**config.mk**
```make
export PLATFORM = sky130hd
export DESIGN_NAME = ws2812_rx
export DESIGN_NICKNAME = d
export VERILOG_FILES = /design/src/rtl/ws2812_pkg.sv /design/src/rtl/ws2812_sync_edge.sv /design/src/rtl/ws2812_rx.sv
export SDC_FILE = /design/constraint.sdc
export NUM_CORES = 1
export LEC_CHECK = 0
export ABC_AREA = 0
export CAP_MARGIN = 15
export CORE_UTILIZATION = 56
export DETAILED_ROUTE_END_ITERATION = 16
export PLACE_DENSITY = 0.87
export SLEW_MARGIN = 20
export SYNTH_ARGS = -nofsm -noshare
export SYNTH_HDL_FRONTEND = slang
export SYNTH_HIERARCHICAL = 1
export SYNTH_SLANG_ARGS = --single-unit
```
**constraint.sdc**
```tcl
create_clock -name clk -period 2.5 [get_ports clk]
set_input_delay 0.375 -clock clk [delete_from_list [all_inputs] [get_ports clk]]
set_output_delay 0.375 -clock clk [all_outputs]
set_load 0.01 [all_outputs]
```
**src/rtl/ws2812_pkg.sv**
```systemverilog
// Shared WS2812/SK6812 definitions: receiver FSM states, GRB byte order and
// timing fractions common to the transmitter and receiver.
package ws2812_pkg;

  typedef enum logic [1:0] {
    ST_SYNC,
    ST_IDLE,
    ST_HIGH,
    ST_LOW
  } ws2812_state_t;

  // Byte positions inside the 24-bit word, first byte on the wire is highest.
  localparam int unsigned GRB_G_BYTE = 2;
  localparam int unsigned GRB_R_BYTE = 1;
  localparam int unsigned GRB_B_BYTE = 0;

  localparam int unsigned BIT_RATE_HZ     = 800000;
  localparam int unsigned T0H_PERMILLE    = 250;
  localparam int unsigned THRESH_PERMILLE = 375;
  localparam int unsigned T1H_PERMILLE    = 500;
  localparam int unsigned LATCH_US        = 50;

  function automatic int unsigned frac_cycles(input int unsigned cycles,
                                              input int unsigned permille);
    return (cycles * permille) / 1000;
  endfunction

endpackage

```
**src/rtl/ws2812_sync_edge.sv**
```systemverilog
// Two-flop synchronizer for the asynchronous data line plus a history flop
// for rise/fall detection on the synchronized level.
module ws2812_sync_edge (
  input  logic clk,
  input  logic reset_n,
  input  logic din,
  output logic level,
  output logic rise,
  output logic fall
);

  logic meta;
  logic sync;
  logic hist;

  always_ff @(posedge clk or negedge reset_n) begin
    if (!reset_n) begin
      meta <= 1'b0;
      sync <= 1'b0;
      hist <= 1'b0;
    end else begin
      meta <= din;
      sync <= meta;
      hist <= sync;
    end
  end

  assign level = sync;
  assign rise  = sync & ~hist;
  assign fall  = ~sync & hist;

endmodule

```
**src/rtl/ws2812_rx.sv**
```systemverilog
// WS2812/SK6812 frame receiver: decodes GRB pixels and reports frame/bit errors.
// Define WS2812_RX_FORWARD_EN to forward pixels beyond NUM_LEDS on DO.
module ws2812_rx
  import ws2812_pkg::*;
#(
  parameter int NUM_LEDS     = 4,
  parameter int SYSTEM_CLOCK = 50000000
) (
  input  logic                        clk,
  input  logic                        reset_n,
  input  logic                        DI,
  output logic                        pixel_valid,
  output logic [$clog2(NUM_LEDS)-1:0] address,
  output logic [7:0]                  red,
  output logic [7:0]                  green,
  output logic [7:0]                  blue,
  output logic                        frame_done,
  output logic                        bit_error,
  output logic                        DO
);

  localparam int unsigned AW          = $clog2(NUM_LEDS);
  localparam int unsigned CYCLE_COUNT = int'(SYSTEM_CLOCK) / BIT_RATE_HZ;
  localparam int unsigned BIT_THRESH  = frac_cycles(CYCLE_COUNT, THRESH_PERMILLE);
  localparam int unsigned LATCH_COUNT = int'(SYSTEM_CLOCK) / (1000000 / LATCH_US);
  localparam int unsigned CW          = $clog2(LATCH_COUNT + 1);

  localparam logic [CW-1:0] CYC_C    = CW'(CYCLE_COUNT);
  localparam logic [CW-1:0] THR_C    = CW'(BIT_THRESH);
  localparam logic [CW-1:0] LATCH_M1 = CW'(LATCH_COUNT - 1);
  localparam logic [AW-1:0] LAST     = AW'(NUM_LEDS - 1);

  logic level, rise, fall;

  ws2812_sync_edge u_sync (
    .clk    (clk),
    .reset_n(reset_n),
    .din    (DI),
    .level  (level),
    .rise   (rise),
    .fall   (fall)
  );

  ws2812_state_t state, state_n;
  logic [CW-1:0] cnt;
  logic [23:0]   shreg;
  logic [4:0]    bit_cnt;
  logic          word_done, inc_pend, full, delivered;
  logic          take_bit, bit_val, gap, stuck, synced;

  always_ff @(posedge clk or negedge reset_n) begin
    if (!reset_n) state <= ST_SYNC;
    else          state <= state_n;
  end

  always_comb begin
    state_n  = state;
    take_bit = 1'b0;
    gap      = 1'b0;
    stuck    = 1'b0;
    synced   = 1'b0;
    bit_val  = (cnt >= THR_C);
    unique case (state)
      ST_SYNC: if (!level && cnt >= LATCH_M1) begin
        synced  = 1'b1;
        state_n = ST_IDLE;
      end
      ST_IDLE: if (rise) state_n = ST_HIGH;
      ST_HIGH: begin
        if (cnt >= CYC_C) begin
          stuck   = 1'b1;
          state_n = ST_SYNC;
        end else if (fall) begin
          take_bit = 1'b1;
          state_n  = ST_LOW;
        end
      end
      ST_LOW: begin
        if (rise) state_n = ST_HIGH;
        else if (cnt >= LATCH_M1) begin
          gap     = 1'b1;
          state_n = ST_IDLE;
        end
      end
      default: state_n = ST_SYNC;
    endcase
  end

  // Counts are inclusive of the edge cycle, so a count equals the width in clk.
  always_ff @(posedge clk or negedge reset_n) begin
    if (!reset_n) begin
      cnt <= '0;
    end else begin
      unique case (state)
        ST_SYNC: cnt <= (level || synced) ? '0 : cnt + CW'(1);
        ST_IDLE: cnt <= rise ? CW'(1) : '0;
        ST_HIGH: cnt <= take_bit ? CW'(1) : (stuck ? '0 : cnt + CW'(1));
        ST_LOW:  cnt <= rise ? CW'(1) : (gap ? '0 : cnt + CW'(1));
        default: cnt <= '0;
      endcase
    end
  end

  always_ff @(posedge clk or negedge reset_n) begin
    if (!reset_n) begin
      shreg       <= '0;
      bit_cnt     <= '0;
      word_done   <= 1'b0;
      inc_pend    <= 1'b0;
      full        <= 1'b0;
      delivered   <= 1'b0;
      address     <= '0;
      red         <= '0;
      green       <= '0;
      blue        <= '0;
      pixel_valid <= 1'b0;
      frame_done  <= 1'b0;
      bit_error   <= 1'b0;
    end else begin
      word_done   <= 1'b0;
      inc_pend    <= 1'b0;
      pixel_valid <= 1'b0;
      frame_done  <= 1'b0;
      bit_error   <= 1'b0;
      if (take_bit) begin
        shreg <= {shreg[22:0], bit_val};
        if (bit_cnt == 5'd23) begin
          bit_cnt   <= '0;
          word_done <= 1'b1;
        end else begin
          bit_cnt <= bit_cnt + 5'd1;
        end
      end
      if (word_done && !full) begin
        pixel_valid <= 1'b1;
        green       <= shreg[8*GRB_G_BYTE +: 8];
        red         <= shreg[8*GRB_R_BYTE +: 8];
        blue        <= shreg[8*GRB_B_BYTE +: 8];
        delivered   <= 1'b1;
        inc_pend    <= 1'b1;
      end
      if (inc_pend) begin
        if (address == LAST) begin
          address <= '0;
          full    <= 1'b1;
        end else begin
          address <= address + AW'(1);
        end
      end
      if (gap) begin
        bit_cnt    <= '0;
        address    <= '0;
        full       <= 1'b0;
        delivered  <= 1'b0;
        frame_done <= delivered;
        bit_error  <= (bit_cnt != 5'd0);
      end
      if (stuck) begin
        bit_cnt   <= '0;
        address   <= '0;
        full      <= 1'b0;
        delivered <= 1'b0;
        bit_error <= 1'b1;
      end
    end
  end

`ifdef WS2812_RX_FORWARD_EN
  assign DO = full & level;
`else
  assign DO = 1'b0;
`endif

endmodule

```
== After elaboration in Yosys (flattened, before gate mapping) ==
Index checks and enable logic that the tools add are counted.

* Multiplexer cells: 45
* Div/mod/pow operators: 0
* $mul: 0
* Add/subtract/negate cells: 3
* $lt $le $gt $ge: 3
* Shifts and indexed selects: 0
* Bitwise logic cells: 4
* Eq/ne operators: 9
* Reduce and logical (&&, ||, !) cells: 13

{| class="wikitable"
|+ Operator list
! kind !! count
|-
| $mux 12 || 5
|-
| $pmux 12 s4 || 1
|-
| $mux 1 || 24
|-
| $mux 2 || 10
|-
| $mux 5 || 4
|-
| $add 12x1->12 const B || 1
|-
| $ge 12x12->1 const B || 1
|-
| $ge 12x5->1 const B || 1
|-
| $ge 12x6->1 const B || 1
|-
| $reduce_bool 3->1 || 4
|-
| $pmux 2 s4 || 1
|-
| $eq 2x2->1 const B || 3
|-
| $ne 3x3->1 const B || 2
|-
| $add 5x1->5 const B || 1
|-
| $eq 5x5->1 const B || 1
|-
| $reduce_bool 5->1 || 1
|-
| $ne 2x2->1 const B || 2
|-
| $reduce_and 4->1 || 1
|-
| $add 2x1->2 const B || 1
|-
| $and 1x1->1 || 2
|-
| $eq 2x1->1 const B || 1
|-
| $logic_and 1x1->1 || 2
|-
| $logic_not 1->1 || 2
|-
| $logic_not 2->1 || 1
|-
| 3 further kinds || 4
|}

* Logic and storage cells: 94
* Bits in read-only memories: 0
* Bits of input ports: 3
* Memories: 0
* Bits in latches: 0
* Flip-flop bits (word level): 78
* Output and inout port bits: 30
* Bits in writable memories: 0

== Depth between registers and ports, before layout ==
* Depth in word-level cells: 8
* Depth in mapped cells: 7
* Mapped depth without buffers: 6

== Modules after synthesis ==
The synthesis kept the hierarchy.

{| class="wikitable"
|+ By module, submodules not included
! module !! area an instance (sq um) !! times used !! cells each
|-
| ws2812_rx || 3240.6 || 1 || 242
|-
| ws2812_sync_edge || 90.1 || 1 || 5
|}

== Least setup slack after synthesis ==
OpenSTA, ideal clock, no wires.

* Path type: flip-flop to flip-flop
* Start point: register cnt[9]
* End point: register shreg[10]
* Arrival: 2037 ps
* Cell stages (with the launch flop): 6
* Period minus slack after synthesis: 2163 ps
* Library setup time: 125 ps
* Setup slack: 337 ps
* Path buffers: 1
* Required time: 2375 ps
* Cells stage by stage: dfrtp_1 > or4_4 > a2111oi_4 > nand2_4 > buf_6 > mux2_4

* Cells in the longest elaborated chain, start to end: 3

{| class="wikitable"
|+ Ends and longest elaborated chain
! what !! RTL line !! RTL
|-
| start, declared || ws2812_rx.sv:45 || <nowiki>logic [CW-1:0] cnt;</nowiki>
|-
| start signal, assigned || ws2812_rx.sv:95 || <nowiki>ST_SYNC: cnt <= (level || synced) ? '0 : cnt + CW'(1);</nowiki>
|-
| start signal, assigned || ws2812_rx.sv:96 || <nowiki>ST_IDLE: cnt <= rise ? CW'(1) : '0;</nowiki>
|-
| start signal, assigned || ws2812_rx.sv:97 || <nowiki>ST_HIGH: cnt <= take_bit ? CW'(1) : (stuck ? '0 : cnt + CW'(1));</nowiki>
|-
| $ge 12x6->1 || ws2812_rx.sv:70 || <nowiki>if (cnt >= CYC_C) begin</nowiki>
|-
| $mux 1 || ws2812_rx.sv:70 ||
|-
| $mux 1 || ws2812_rx.sv:63 || <nowiki>unique case (state)</nowiki>
|-
| end signal, assigned || ws2812_rx.sv:126 || <nowiki>shreg <= {shreg[22:0], bit_val};</nowiki>
|-
| end, declared || ws2812_rx.sv:46 || <nowiki>logic [23:0] shreg;</nowiki>
|}

No other way between the ends.
A chain may end at the register's enable or synchronous reset.

== Final worst setup path ==
* Start point: register cnt[0]
* End point: register shreg[13]

Same word-level chain as after synthesis.

==> run metrics <==
Post-synth EDFFs 0; dominant synthesized flop cell dfrtp_1; Yosys cell types 49; post-synth top area share 0.586; Final Slew Violations 0; layout cell share with drive strength beyond 1 0.261; Tot GR Track Use 0.199; CP cell instances inv_1 -> ha_1 -> or2_2 -> a2111oi_4 -> nand2_4 -> mux2_4; Core Area 5610 µm²; Worst EP arrival 2.48 ns; Root Driver clkbuf_8; final worst path period share 0.901; Reg power frac 0.600; Clock Power Share 0.372; initial antenna violation count 0; TritonCTS clock tree done; Buf/Inv on CP 1; kind of critical path register to register; logic gate share of total power 0.028; NetSw 486 µW; R2R setup slack 0.25 ns; Compound-Gate Fraction of Synth Area 0.0620; post-layout util 0.693; endpoints failing setup 0; critical-path maximum fanout 26; clk slew on worst S/H paths 0.08 ns; CTS H-tree depth 3; final hold violation count 0; crit end category register; DRC Markers 0; CP max stage cell a2111oi_4; number of cell rows 27; CP top delay family simple AND/OR/NAND/NOR gates; I/O pin total 33; Worst EP required 2.73 ns; cts bufs inserted 9; vias 2034; Crit path largest cell delay 0.46 ns; port bufs 31; starting density of the core 0.594; die width 79.1 µm; static leakage 0.00190 µW; Setup Skew 0.0133 ns; main combinational cell family by area after synthesis multiplexers; asr flop ratio synth 1.00; Gates resized, CTS repair 0; vias per inst 5.67; Syn Std Cell Area 3330 µm²; max_slew headroom 0.431; dpl ws 0.219 ns; Clk Latency, worst-skew pair 0.34 ns; final-stage net count 291; P&R area growth vs syn 16.6%; Die Span Y 79.1 µm; Max Cap Viol 0; RSZ-0062 raised after global routing no; Synth Area in Adders 0.0188; HP Class input port to asynchronous set/reset pin; Slew @ Worst Pin 0.854 ns; area of the die 6260 µm²; PD cells 546 nW/µm²; largest net degree at the start of global routing 79; setup TNS 0 ns; drt pass-1 iters 4; placed wire-length estimate 3680 µm; ANT cells 0; Routed WL 5560 µm; Avg WL per Cell 15.5 µm; first-pass GRT wire length 9310 µm; mux cell area share after synthesis 0.183; Synth Net Count 255; run status complete, no violations; vias in the first global route 1958; xor and xnor fraction of the mapped netlist area 0.0263; Max clock buf depth 2; grt total ovfl 0; simple-gate share of the synthesized area 0.0984; cts hold-fix bufs 0; area leader, netlist dfrtp_1; postcts setup bufs 0; post-synthesis sequential area ratio 0.586; Syn Inst Count 247; final worst slack 0.248 ns; main area contributors after synthesis dfrtp_1 59%, mux2_2 10%, mux2_4 7.2%, xor2_1 2.4%, nor2_1 2.0%; initial drt markers 185; gpl congestion 0.814; cell with the most instances after synthesis dfrtp_1; Tmin final 2.25 ns; Mean Syn Cell Area 13.5 µm²; Int Pwr 1640 µW; Max VDD drop 0.370 mV; sw frac 0.229; clock sink total 78; fmax 0.444 GHz; Routed Antenna Nets 0; synth cell count leaders 78 x dfrtp_1, 30 x mux2_2, 18 x nor2_1; Critical Path Source Type register; Ys Warns 6; Yosys reg bits 78
==> sequential cells by signal (all words and copies together), names as in the netlist, 2 cells and up <==
register,flops
green,8
cnt,12
red,8
shreg,24
state,2
address,2
blue,8
bit_cnt,5
==> routing by layer <==
layer  track usage  vias to the layer above  part of all wire
li1              -                      948                 -
met1         0.269                     1040              0.47
met2         0.304                       39              0.48
met3        0.0517                        7             0.035
met4        0.0891                        0            0.0099
met5             0                        -                 0
==> placed cells by master, fill, tap and decap left out, drive strengths merged, types with 3 or more instances in the layout <==
master,netlist,routed
nand2,7,7
nor2,18,18
clkdlybuf4s50,0,30
dfrtp,78,78
clkinv,0,3
inv,8,9
ha,5,5
nand3,8,8
clkbuf,5,9
mux2,46,46
nand2b,3,3
xor2,9,9
a21oi,7,7
o21ai,7,7
mux2i,3,3
nand4,5,5
buf,4,4
==> power by group through the flow <==
stage          logic (µW)  clock network, µW  registers (µW)
5_1_grt              68.2                863            1270
6_report             59.8                788            1270
2_1_floorplan        25.7                  0            1300
3_5_place_dp         60.7                  0            1300
3_3_place_gp         59.7                  0            1300
4_1_cts              61.7                804            1270
==> worst paths after layout <==
check,endpoint,from,cells after the start
min in group clk,u_sync/level$_DFF_PN0_,u_sync/meta$_DFF_PN0_,0
hold / removal,cnt[0]$_DFF_PN0_,reset_n,2
setup / recovery,shreg[13]$_DFFE_PN0P_,cnt[0]$_DFF_PN0_,6
max in group asynchronous,cnt[1]$_DFF_PN0_,reset_n,2
setup reg to reg,shreg[13]$_DFFE_PN0P_,cnt[0]$_DFF_PN0_,6
hold reg to reg,u_sync/level$_DFF_PN0_,u_sync/meta$_DFF_PN0_,0
==> final cells by class <==
type	count	area, µm²
well taps	72	90.1
inverters	8	30.0
clock buffers	9	124
clock inverters	6	38.8
flip-flops and latches	78	1950
repair buffers	34	343
fillers	408	1720
multi-input cells	152	1310
==> through the flow <==
stage                     total power, µW  std cells  area [µm²]  hold WS (ns)
final                                2120        359        3880        0.0414
after global routing                 2210        359        3880        0.0731
after CTS                            2140        359        3880        0.0567
after detailed placement             1360        344        3710         0.337
after global placement               1360        344        3710         0.335
after floorplan                      1320        247        3330        0.0794
==> logic make-up (layout without fill, tap and decap cells) <==
kind of cell | after synthesis | count (layout)
flops | 78 | 78
xor+xnor | 10 | 10
simple gates | 59 | 59
buf+inv | 17 | 57
other cells | 1 | 1
compound gates | 28 | 28
fa+ha+maj | 5 | 5
mux | 49 | 49
No activity file was read; power rests on OpenSTA's default activity.
